`config.mk`:
```
export PLATFORM = sky130hd
export DESIGN_NAME = bcd3_to_bin8
export DESIGN_NICKNAME = d
export VERILOG_FILES = /design/src/rtl/bcd3_to_bin8.sv
export SDC_FILE = /design/constraint.sdc
export NUM_CORES = 1
export LEC_CHECK = 0
export CORE_UTILIZATION = 30
export DETAILED_ROUTE_END_ITERATION = 12
export PLACE_DENSITY = 0.63
export RECOVER_POWER = 100
export SYNTH_ARGS = -nofsm -noshare
export SYNTH_HDL_FRONTEND = slang
export SYNTH_SLANG_ARGS = --single-unit
```
`constraint.sdc`:
```
create_clock -name clk -period 1.55 [get_ports clk]
set_clock_uncertainty 0.05 [all_clocks]
set_input_delay 0.2325 -clock clk [delete_from_list [all_inputs] [get_ports clk]]
set_output_delay 0.2325 -clock clk [all_outputs]
set_load 0.01 [all_outputs]
```
`src/rtl/bcd3_to_bin8.sv`:
```
// Three-digit BCD to 8-bit binary converter (reverse double-dabble, one bit per cycle).
// Out-of-range input (digit > 9 or value > 255) short-circuits to DONE with err set.
module bcd3_to_bin8 (
  input  logic       clk,
  input  logic       rst,
  input  logic       start,
  input  logic [3:0] hundreds,
  input  logic [3:0] tens,
  input  logic [3:0] ones,
  output logic [7:0] bin,
  output logic       busy,
  output logic       done,
  output logic       err
);

  typedef enum logic [1:0] {
    IDLE  = 2'd0,
    SHIFT = 2'd1,
    DONE  = 2'd2
  } state_t;

  state_t      state, state_nx;
  logic [19:0] work, work_nx;
  logic [2:0]  cnt, cnt_nx;
  logic [7:0]  bin_nx;
  logic        err_nx;
  logic        invalid;
  logic [19:0] shifted, adjusted;

  // hundreds > 2 already covers an out-of-range hundreds digit
  always_comb begin
    invalid = (hundreds > 4'd2) || (tens > 4'd9) || (ones > 4'd9) ||
              ((hundreds == 4'd2) && ((tens > 4'd5) ||
                                      ((tens == 4'd5) && (ones > 4'd5))));
  end

  // One reverse double-dabble step: shift right, then pull each BCD digit >= 8 back by 3
  always_comb begin
    shifted  = {1'b0, work[19:1]};
    adjusted = shifted;
    for (int unsigned d = 0; d < 3; d++) begin
      if (shifted[8 + 4*d + 3]) begin
        adjusted[8 + 4*d +: 4] = shifted[8 + 4*d +: 4] - 4'd3;
      end
    end
  end

  always_comb begin
    state_nx = state;
    work_nx  = work;
    cnt_nx   = cnt;
    bin_nx   = bin;
    err_nx   = err;
    case (state)
      IDLE: begin
        if (start) begin
          work_nx = {hundreds, tens, ones, 8'h00};
          cnt_nx  = '0;
          if (invalid) begin
            state_nx = DONE;
            bin_nx   = '0;
            err_nx   = 1'b1;
          end else begin
            state_nx = SHIFT;
          end
        end
      end
      SHIFT: begin
        work_nx = adjusted;
        cnt_nx  = cnt + 3'd1;
        if (cnt == 3'd7) begin
          state_nx = DONE;
          bin_nx   = adjusted[7:0];
          err_nx   = 1'b0;
        end
      end
      DONE: begin
        state_nx = IDLE;
      end
      default: begin
        state_nx = IDLE;
      end
    endcase
  end

  always_ff @(posedge clk) begin
    if (rst) begin
      state <= IDLE;
      work  <= '0;
      cnt   <= '0;
      bin   <= '0;
      err   <= 1'b0;
    end else begin
      state <= state_nx;
      work  <= work_nx;
      cnt   <= cnt_nx;
      bin   <= bin_nx;
      err   <= err_nx;
    end
  end

  always_comb begin
    busy = (state != IDLE);
    done = (state == DONE);
  end

endmodule

```
==> run metrics <==
status=finished, final reports clean; Cells after Synth=154; drt drc=0; Post-DP HPWL=between 2 and 3 mm; P_leak=0.834 nW; CTS tree=yes; met1 Use GR=between 20% and 30%; minimum clock period=approximately 1.5 ns; Die W=roughly 72 µm; clock slew at reported path FFs=around 0.070 ns; Placed Instances=approximately 270; TritonCTS Buffers=5; IO Pins=26; final cycle utilization of the critical path=between 90% and 100%; H-tree levels=2; Max Buffers Root-to-Sink=2; Die Height=slightly above 70 µm; Skew-Pair Late Insertion Delay=0.29 ns; First DRT Iteration DRCs=56; Root Driver=clkbuf_8; PwrDens=between 900 and 1000 nW/µm²; global-route wire length before repair=6.02 mm; WL final=around 3.7 mm; Critical Path AT=roughly 1.2 ns; Ys Warns=0; post-synthesis sequential area ratio=between 40% and 50%; Setup CP Type=flip-flop to output pin; Yosys reg bits=33; Port Buffers=25; Initial Util=around a third; core area=around 4700 µm²; CP max stage delay=0.56 ns; Max Cap Viol=0; grt met3 use=4.17%; DR pass1 iterations=4; die area=around 5200 µm²; Routed WL per cell=between 10 and 15 µm; RePlAce Congestion=0.802; final number of setup-violating endpoints=0; FP Rows=25; Critical Path RT=1.27 ns; Area Overhead vs Synth=42.9%; share of cells above drive strength 1=26.2%; crit start category=flip-flop; Post-Synthesis Cell Area=1480 µm²; via count=around 1400; syn avg cell area=9.61 µm²; RSZ-0062 raised after global routing=no; Pwr Total=between 2 and 2.5 mW; relative slew slack=72.4%; layer with the highest usage=met2; antenna violations before repair=0; Tightest Pin Transition=0.413 ns; largest net degree at the start of global routing=16; Max VDD drop=between 0.0006 and 0.0007 V; post-route insts no fill=277; Nets=~230; fraction of registers with async set/reset=0%; vias in the first global route=1274; crit-path leading delay family=buffers and inverters; WHS=about 0.40 ns; antenna-violating nets left=0; Layout fillers=approximately 470; Post-synth EDFFs=0; Overflow after GRT=0; M2 GR Usage=between 20% and 30%; Fin. Hold Viols=0; total track usage=between 10% and 20%; syn nets=between 150 and 200; Final Max Slew Viols=0; ANT cells=0; slowest CP cell=clkdlybuf4s50_1; Hold Crit Class=flip-flop to flip-flop; clock sinks=33; number of buffer and inverter stages on the critical path=1; Unique masters post-synth=43; largest fanout on the critical path=4; Critical Path End Type=output pin; Fmax=approximately 660 MHz; CP cell instances=clkdlybuf4s50_1; post-DR vias/cell=slightly below 5; Main synth FF type=dfxtp_1
worst reg2reg max path, cell delays in order, from the launching register on:
cell and delay (ns):
dfxtp_2 0.34, ha_1 0.15, ha_2 0.18, nand2_2 0.09
a21oi_2 0.14, o2bb2ai_1 0.10, buf_4 0.18, a22o_1 0.19
metrics by stage:
step / utilization (%) / instance area [µm²] / setup TNS [ns] / worst slack [ns]
floorplan: - / 1480 / 0 / 0.0524
global placement: 42.4 / 2000 / -2.59 / -0.241
detailed placement: 42.4 / 2000 / -2.65 / -0.222
CTS: 44.9 / 2120 / -0.885 / -0.0995
global route: 44.8 / 2120 / 0 / 0.000720
finish: 44.8 / 2120 / 0 / 0.0397
cells by family after synthesis:
logic type / share of synthesized area [%]
muxes: 1.35
and+or+nand+nor: 14.5
adders and majority gates: 3.38
buffers and inverters: 3.97
AOI/OAI and AO/OA: 29.8
xor gates and xnor gates: 2.37
DFF: 44.6
flip-flops by register name (all words and copies together), names as in the netlist:
name   flops
work      19
bin        8
cnt        3
state      2
err        1
cells in the final DEF (no fill, tap or decap), types with 4 or more instances in the layout:
cell type,count
a22o_1,8
a22oi_1,10
nand2_1,11
buf_4,25
dfxtp_2,4
clkbuf_8,5
dfxtp_1,28
nor2_1,23
clkdlybuf4s50_1,23
a21oi_1,7
cell type report:
type / instances / area, µm² / share of cell area (%)
Clock inverter: 3 / 46.3 / 2.19
Timing Repair Buffer: 55 / 472 / 22.3
Sequential cell: 33 / 669 / 31.6
Inverter: 3 / 11.3 / 0.532
Multi-Input combinational cell: 111 / 764 / 36.1
Tap cell: 67 / 83.8 / 3.96
Clock buffer: 5 / 68.8 / 3.25
layer usage:
layer	part of all wire, %	wire length (µm)
met3	5.5	201
met5	0	0
met1	49	1800
met4	1.4	53
met2	44	1630
cell usage after synthesis (all sizes together) (2+ instances only):
cell type / instances / area share [%]
nand2b: 2 / 0.85
a2111oi: 2 / 2.0
nor2: 26 / 7.1
mux2i: 2 / 1.4
a22o: 8 / 4.7
a222oi: 2 / 1.4
a311oi: 2 / 1.2
a22oi: 10 / 5.1
dfxtp: 33 / 45
and2b: 3 / 1.7
xor2: 2 / 1.2
o21ai: 3 / 1.0
ha: 4 / 3.4
a21oi: 8 / 2.7
a31o: 3 / 1.8
o221ai: 2 / 1.2
buf: 6 / 3.0
o211ai: 2 / 1.0
nand2: 12 / 3.0
xnor2: 2 / 1.2
inv: 3 / 0.76
report_power, final:
| part | total (mW) | internal [mW] | switching [mW] |
|---|---|---|---|
| registers | 0.910 | 0.879 | 0.0314 |
| clock network | 0.821 | 0.481 | 0.340 |
| logic | 0.296 | 0.162 | 0.134 |
| total | 2.03 | 1.52 | 0.506 |
final timing paths:
path | start | to | slack (ns) | depth (start not counted)
worst min register to register | cnt[0]$_SDFFE_PP0P_ | cnt[0]$_SDFFE_PP0P_ | 0.40 | 1
worst max-delay path | err$_SDFFE_PP0P_ | err | 0.04 | 1
worst min-delay path | cnt[0]$_SDFFE_PP0P_ | cnt[0]$_SDFFE_PP0P_ | 0.40 | 1
worst max register to register | cnt[0]$_SDFFE_PP0P_ | bin[4]$_SDFFE_PP0P_ | 0.05 | 7
repair_timing:
item | CTS | global route
buffers inserted | 0 | 0
endpoints found under the setup margin | 11 | 12
pin swaps | 0 | 0
gates resized for setup | 3 | 9
hold buffers | 0 | 0
Power figures use the tool's default switching activity.
